[src/rtl/axi_stream_slave_mem_pkg.sv]
// Shared types and default sizing for the AXI-style slave memory and its master.
package axi_stream_slave_mem_pkg;

  localparam int DEF_DATA_W    = 4;
  localparam int DEF_ADDR_W    = 3;
  localparam int DEF_BURST_LEN = 8;

  typedef enum logic [1:0] {
    IDLE    = 2'd0,
    RD_DATA = 2'd1,
    WR_DATA = 2'd2,
    WR_RESP = 2'd3
  } state_t;

endpackage

[src/rtl/axi_stream_slave_mem_if.sv]
// AR/R/AW/W/B channel bundle between the bus master and the slave memory.
interface axi_stream_slave_mem_if
  import axi_stream_slave_mem_pkg::*;
#(
  parameter int DATA_W = DEF_DATA_W,
  parameter int ADDR_W = DEF_ADDR_W
);
  logic              ar_valid;
  logic              ar_ready;
  logic [ADDR_W-1:0] ar_addr;
  logic              r_valid;
  logic              r_ready;
  logic [DATA_W-1:0] r_data;
  logic              aw_valid;
  logic              aw_ready;
  logic [ADDR_W-1:0] aw_addr;
  logic              w_valid;
  logic              w_ready;
  logic [DATA_W-1:0] w_data;
  logic              b_valid;
  logic              b_ready;

  modport master (
    output ar_valid, ar_addr, r_ready, aw_valid, aw_addr, w_valid, w_data, b_ready,
    input  ar_ready, r_valid, r_data, aw_ready, w_ready, b_valid
  );

  modport slave (
    input  ar_valid, ar_addr, r_ready, aw_valid, aw_addr, w_valid, w_data, b_ready,
    output ar_ready, r_valid, r_data, aw_ready, w_ready, b_valid
  );
endinterface

[src/rtl/axi_stream_slave_mem_slv_regfile.sv]
// 2**ADDR_W x DATA_W register memory: synchronous write/clear, combinational read.
module slv_regfile #(
  parameter int DATA_W = 4,
  parameter int ADDR_W = 3
) (
  input  logic              clk,
  input  logic              rst,
  input  logic              we,
  input  logic [ADDR_W-1:0] addr,
  input  logic [DATA_W-1:0] wdata,
  output logic [DATA_W-1:0] rdata
);
  logic [DATA_W-1:0] mem [2**ADDR_W];

  always_ff @(posedge clk) begin
    if (rst) begin
      for (int unsigned i = 0; i < 2**ADDR_W; i++) mem[i] <= '0;
    end else if (we) begin
      mem[addr] <= wdata;
    end
  end

  assign rdata = mem[addr];
endmodule

[src/rtl/axi_stream_slave_mem.sv]
// AXI-style slave owning a small register memory; fixed-length read/write bursts.
// Optional: define SLV_BURST_CNT_EN to add a saturating completed-write counter.
module axi_stream_slave_mem
  import axi_stream_slave_mem_pkg::*;
#(
  parameter int DATA_W    = DEF_DATA_W,
  parameter int ADDR_W    = DEF_ADDR_W,
  parameter int BURST_LEN = DEF_BURST_LEN
) (
  input  logic                   clk,
  input  logic                   rst_n,
  axi_stream_slave_mem_if.slave  bus
`ifdef SLV_BURST_CNT_EN
  ,
  output logic [7:0]             wr_burst_cnt
`endif
);
  localparam int CNT_W = $clog2(BURST_LEN + 1);

  state_t            state, state_nxt;
  logic [ADDR_W-1:0] ptr, ptr_nxt;
  logic [CNT_W-1:0]  cnt, cnt_nxt;
  logic              we;
  logic              last;

  assign last = (cnt == CNT_W'(BURST_LEN - 1));

  assign bus.ar_ready = (state == IDLE);
  assign bus.aw_ready = (state == IDLE) & ~bus.ar_valid;
  assign bus.r_valid  = (state == RD_DATA);
  assign bus.w_ready  = (state == WR_DATA);
  assign bus.b_valid  = (state == WR_RESP);

  always_comb begin
    state_nxt = state;
    ptr_nxt   = ptr;
    cnt_nxt   = cnt;
    we        = 1'b0;
    case (state)
      IDLE: begin
        // Read has priority; aw_ready is already low whenever ar_valid is high.
        if (bus.ar_valid) begin
          ptr_nxt   = bus.ar_addr;
          cnt_nxt   = '0;
          state_nxt = RD_DATA;
        end else if (bus.aw_valid) begin
          ptr_nxt   = bus.aw_addr;
          cnt_nxt   = '0;
          state_nxt = WR_DATA;
        end
      end
      RD_DATA: begin
        if (bus.r_ready) begin
          ptr_nxt = ptr + 1'b1;
          cnt_nxt = cnt + 1'b1;
          if (last) state_nxt = IDLE;
        end
      end
      WR_DATA: begin
        if (bus.w_valid) begin
          we      = 1'b1;
          ptr_nxt = ptr + 1'b1;
          cnt_nxt = cnt + 1'b1;
          if (last) state_nxt = WR_RESP;
        end
      end
      WR_RESP: begin
        if (bus.b_ready) state_nxt = IDLE;
      end
      default: state_nxt = IDLE;
    endcase
  end

  always_ff @(posedge clk) begin
    if (rst_n) begin
      state <= IDLE;
      ptr   <= '0;
      cnt   <= '0;
    end else begin
      state <= state_nxt;
      ptr   <= ptr_nxt;
      cnt   <= cnt_nxt;
    end
  end

  slv_regfile #(
    .DATA_W (DATA_W),
    .ADDR_W (ADDR_W)
  ) u_regfile (
    .clk   (clk),
    .rst   (rst_n),
    .we    (we),
    .addr  (ptr),
    .wdata (bus.w_data),
    .rdata (bus.r_data)
  );

`ifdef SLV_BURST_CNT_EN
  always_ff @(posedge clk) begin
    if (rst_n) begin
      wr_burst_cnt <= '0;
    end else if (bus.b_valid && bus.b_ready && wr_burst_cnt != 8'hFF) begin
      wr_burst_cnt <= wr_burst_cnt + 8'd1;
    end
  end
`endif
endmodule

[src/flat_wrapper.sv]
// flat-port wrapper written by rule: the top's interface ports become plain ports
module axi_stream_slave_mem_flat import axi_stream_slave_mem_pkg::*;
#(
  parameter int DATA_W    = DEF_DATA_W,
  parameter int ADDR_W    = DEF_ADDR_W,
  parameter int BURST_LEN = DEF_BURST_LEN
)
  (clk, rst_n, bus_ar_valid, bus_ar_addr, bus_r_ready, bus_aw_valid, bus_aw_addr, bus_w_valid, bus_w_data, bus_b_ready, bus_ar_ready, bus_r_valid, bus_r_data, bus_aw_ready, bus_w_ready, bus_b_valid);
  axi_stream_slave_mem_if #(.DATA_W(DATA_W), .ADDR_W(ADDR_W)) bus_i ();
  input  logic clk;
  input  logic rst_n;
  input wire logic [$bits(bus_i.ar_valid)-1:0] bus_ar_valid;
  input wire logic [$bits(bus_i.ar_addr)-1:0] bus_ar_addr;
  input wire logic [$bits(bus_i.r_ready)-1:0] bus_r_ready;
  input wire logic [$bits(bus_i.aw_valid)-1:0] bus_aw_valid;
  input wire logic [$bits(bus_i.aw_addr)-1:0] bus_aw_addr;
  input wire logic [$bits(bus_i.w_valid)-1:0] bus_w_valid;
  input wire logic [$bits(bus_i.w_data)-1:0] bus_w_data;
  input wire logic [$bits(bus_i.b_ready)-1:0] bus_b_ready;
  output wire logic [$bits(bus_i.ar_ready)-1:0] bus_ar_ready;
  output wire logic [$bits(bus_i.r_valid)-1:0] bus_r_valid;
  output wire logic [$bits(bus_i.r_data)-1:0] bus_r_data;
  output wire logic [$bits(bus_i.aw_ready)-1:0] bus_aw_ready;
  output wire logic [$bits(bus_i.w_ready)-1:0] bus_w_ready;
  output wire logic [$bits(bus_i.b_valid)-1:0] bus_b_valid;
  assign bus_i.ar_valid = bus_ar_valid;
  assign bus_i.ar_addr = bus_ar_addr;
  assign bus_i.r_ready = bus_r_ready;
  assign bus_i.aw_valid = bus_aw_valid;
  assign bus_i.aw_addr = bus_aw_addr;
  assign bus_i.w_valid = bus_w_valid;
  assign bus_i.w_data = bus_w_data;
  assign bus_i.b_ready = bus_b_ready;
  assign bus_ar_ready = bus_i.ar_ready;
  assign bus_r_valid = bus_i.r_valid;
  assign bus_r_data = bus_i.r_data;
  assign bus_aw_ready = bus_i.aw_ready;
  assign bus_w_ready = bus_i.w_ready;
  assign bus_b_valid = bus_i.b_valid;
  axi_stream_slave_mem #(.DATA_W(DATA_W), .ADDR_W(ADDR_W), .BURST_LEN(BURST_LEN)) u_core (.clk(clk), .rst_n(rst_n), .bus(bus_i));
endmodule
[config.mk]
export PLATFORM = sky130hd
export DESIGN_NAME = axi_stream_slave_mem_flat
export DESIGN_NICKNAME = d
export VERILOG_FILES = /design/src/rtl/axi_stream_slave_mem_pkg.sv /design/src/rtl/axi_stream_slave_mem_if.sv /design/src/rtl/axi_stream_slave_mem_slv_regfile.sv /design/src/rtl/axi_stream_slave_mem.sv /design/src/flat_wrapper.sv
export SDC_FILE = /design/constraint.sdc
export NUM_CORES = 1
export LEC_CHECK = 0
export CAP_MARGIN = 10
export CORE_MARGIN = 8
export CORE_UTILIZATION = 25
export CTS_BUF_LIST = sky130_fd_sc_hd__clkbuf_8
export CTS_CLUSTER_DIAMETER = 60
export DETAILED_ROUTE_END_ITERATION = 7
export PLACE_DENSITY_LB_ADDON = 0.15
export SLEW_MARGIN = 0
export SYNTH_ARGS = -nofsm -noshare
export SYNTH_HDL_FRONTEND = slang
export SYNTH_SLANG_ARGS = --single-unit
export TNS_END_PERCENT = 50
[constraint.sdc]
create_clock -name clk -period 1.7 [get_ports clk]
set_input_delay 0.34 -clock clk [delete_from_list [all_inputs] [get_ports clk]]
set_output_delay 0.34 -clock clk [all_outputs]
set_load 0.005 [all_outputs]
==> impl.org <==
** Run status
- Status :: complete, but fails checks
- Violations in the final reports :: setup timing

** Logic synthesis
- Of the post-synthesis cell area, the dominant cell type holds 0.430.
- Async set-reset flop share out of synthesis :: 0
- Post-synthesis average cell area :: 12.7 sq um
- Library cells used by synthesis :: 34
- Sequential-to-total area share from yosys stat :: 0.537
- The largest total area in the synthesized netlist belongs to sky130_fd_sc_hd__edfxtp_1.
- Count of synthesis-stage warnings from yosys :: 0
- For this run, the leading register cell type out of synthesis is sky130_fd_sc_hd__edfxtp_1.
- In the synthesized netlist, the number of instances is 176.
- By area the synthesized netlist is led by sky130_fd_sc_hd__edfxtp_1 43%, sky130_fd_sc_hd__dfxtp_1 11%, sky130_fd_sc_hd__and2_1 8.9%.
- Number of synthesized flops with an enable pin :: 32
- In this run, synthesis produced a sequential element count of 44.
- Sorting the synthesized cells by how often they occur yields 32 x sky130_fd_sc_hd__and2_1, 32 x sky130_fd_sc_hd__edfxtp_1, 12 x sky130_fd_sc_hd__dfxtp_1, 12 x sky130_fd_sc_hd__nor2_1, 9 x sky130_fd_sc_hd__mux2i_1.
- Synthesized Nets :: 200
- The mapped netlist covers 0.00224 sq mm.

** Placement
- After legalization and detailed placement, the total HPWL measured 3.82 mm.
- Post-placement cell area :: 0.00284 sq mm
- Count of port buffers added during placement :: 25
- GP Congestion :: 0.724

** Timing
- Relative slew slack :: 0.728
- Worst Setup Slack, final :: -0.305 ns
- For the pin with the worst max-slew slack, the measured transition is 0.406 ns.
- Unrepaired setup endpoints after global routing :: true
- Highest clock frequency the design can meet :: 499 MHz
- Count of endpoints failing hold in the final timing report :: 0
- Final count of pins violating max slew :: 0
- Post-layout min period :: 2.00 ns
- Clock skew after layout :: 0.00766 ns
- Dividing the final minimum period by the clock period gives 1.18.
- Setup violations, final :: 6
- Final TNS setup :: -1.21 ns

** Clock network
- Clk pin slew, worst setup/hold paths :: 0.08 ns
- CTS buffer count :: 5
- Counting every sink on the clock net gives 44.
- No sink is reached through more buffers than the 2 on the longest clock path.
- TritonCTS built the clock tree.
- In this run, post-CTS hold repair placed 0 buffers.
- Clock Root Buffer :: sky130_fd_sc_hd__clkbuf_8
- H-Tree Depth :: 2
- Later-pin clock latency in the skew report :: 0.30 ns

** Setup path
- Critical setup path kind :: register to primary output
- Along the worst path, the maximum fanout reaches 4.
- Startpoint type of the worst setup path :: register
- Required @ worst endpoint :: 1.36 ns
- Arrival time reported for the critical path endpoint :: 1.66 ns
- Critical path endpoint category :: primary output

** Routing
- Number of nets with antenna violations after detailed routing :: 0
- Number of DRC violations after detailed routing :: 0
- Per-cell via count in the routed design :: 4.34
- The final layout contains routed wiring with a total length of 5.07 mm.
- The final route contains 1,490 vias.
- The detailed router finished its first iteration with 45 violations.
- Drt first pass iters :: 4
- After detailed routing, the average wire length per cell comes to 14.8 microns.

** Floorplanning
- From left edge to right edge, the die measures 111 microns.
- Floorplan Core Area :: 0.00872 sq mm
- In this run the count of I/O pins placed on the die edge is 26.
- The initial utilization of the core area, before any placement, comes to 0.257.
- The floorplan step set the die height to 111 microns.
- Full die area :: 0.0122 sq mm
- The floorplan has 34 rows.

** Global route
- Summed over all layers, the global routing overflow is 0.
- The number of global-route vias before repair was 1,596.
- The first global-routing pass estimated 8.16 mm of wire.
- Entering global routing, the biggest net connects 14 pins.
- The initial antenna violation count is 0.
- Combined global-route utilization of all metal layers :: 0.0839

** Finish
- After routing the design area is 0.00315 sq mm.
- Count of inserted antenna diode cells :: 0
- In the final layout, the share of cells above drive strength 1 is 0.404.
- In the final design database the tool counted 259 nets.
- Area growth, synth to finish :: 40.7%

** Power
- Worst supply voltage drop on vdd :: 0.602 mV
- For this design the static power due to leakage is 1.24 nW.
- P per Cell Area :: 1370 mW/mm^2

** Run
- Max-cap violations in this run came to 0.

** Hold path
- Class of the tightest hold or removal check :: register to register
==> layout make-up <==
class,count,area (sq um)
Clock buffer,5,68.8
Clock inverter,2,60.1
Fill cell,848,5570
Inverter,6,22.5
Multi-Input combinational cell,120,1120
Sequential cell,44,1210
Tap cell,108,135
Timing Repair Buffer,58,531
==> path summary, 6_finish.rpt <==
check	startpoint	endpoint	slack, ns	cells past startpoint
worst min-delay path	u_core.cnt[3]	u_core.cnt[3]	0.50	1
worst max register to register	u_core.state[0]	register	-0.01	8
worst max-delay path	register	bus_r_data[3]	-0.30	4
worst min register to register	u_core.cnt[3]	u_core.cnt[3]	0.50	1
==> stage by stage <==
stage	util	setup slack, ns	instances	hold slack [ns]	total power [mW]
after floorplan	-	-0.00558	176	0.449	2.34
after global placement	0.326	-0.352	332	0.481	3.09
after detailed placement	0.326	-0.355	332	0.484	3.08
after CTS	0.353	-0.328	342	0.498	4.20
after global routing	0.361	-0.366	343	0.522	4.58
final	0.361	-0.305	343	0.505	4.32
==> placed cells by master, fill, tap and decap left out, types with 3 or more instances in the layout <==
cell,count
sky130_fd_sc_hd__buf_6,10
sky130_fd_sc_hd__inv_1,4
sky130_fd_sc_hd__clkdlybuf4s50_1,15
sky130_fd_sc_hd__nand2_1,7
sky130_fd_sc_hd__nand2b_1,3
sky130_fd_sc_hd__buf_4,27
sky130_fd_sc_hd__and2_1,32
sky130_fd_sc_hd__or2_2,6
sky130_fd_sc_hd__ha_4,3
sky130_fd_sc_hd__dfxtp_1,9
sky130_fd_sc_hd__mux2i_1,9
sky130_fd_sc_hd__or2_4,3
sky130_fd_sc_hd__edfxtp_1,32
sky130_fd_sc_hd__clkbuf_8,5
sky130_fd_sc_hd__mux4_2,8
sky130_fd_sc_hd__a211o_1,3
sky130_fd_sc_hd__nor2_1,10
sky130_fd_sc_hd__mux2_4,4
==> per-layer routing <==
| layer | vias to the layer above | global-route usage | part of all wire | wire, microns |
|---|---|---|---|---|
| met1 | 702 | 0.103 | 0.47 | 2380 |
| li1 | 749 | - | - | - |
| met3 | 2 | 0.0346 | 0.056 | 284 |
| met2 | 37 | 0.132 | 0.47 | 2380 |
| met5 | - | 0 | 0 | 0 |
| met4 | 0 | 0.0216 | 0.0059 | 30 |
==> kinds of logic after synthesis <==
group,count (synthesis),share of synthesized area
mux,21,0.141
buf+inv,12,0.0224
simple gates,79,0.211
fa+ha+maj,7,0.0391
compound gates,13,0.0498
flops,44,0.537
==> state kept, by name, indices dropped and copies added, names as in the netlist, named ones only <==
| register | count |
|---|---|
| u_core.ptr | 3 |
| u_core.u_regfile.mem | 32 |
| u_core.cnt | 4 |
| u_core.state | 2 |
==> report_power, final <==
group | switching, mW | leakage [nW] | internal (mW)
Combinational | 0.775 | 0.748 | 1.19
Sequential | 0.140 | 0.430 | 1.29
Clock | 0.347 | 0.0642 | 0.578
Total | 1.26 | 1.24 | 3.06
==> critical path, cell delays in order (launching register included) <==
cell                      delay (ns)
sky130_fd_sc_hd__dfxtp_2        0.35
sky130_fd_sc_hd__buf_6          0.12
sky130_fd_sc_hd__mux4_2         0.51
sky130_fd_sc_hd__mux2_4         0.28
sky130_fd_sc_hd__buf_6          0.11
==> timing repair <==
item | 4_1_cts | 5_1_grt
resized for setup | 46 | 18
setup endpoints to repair | 27 | 37
pin swaps | 10 | 2
setup buffers | 3 | 1
Note: power is estimated with default switching activity, not from simulation.
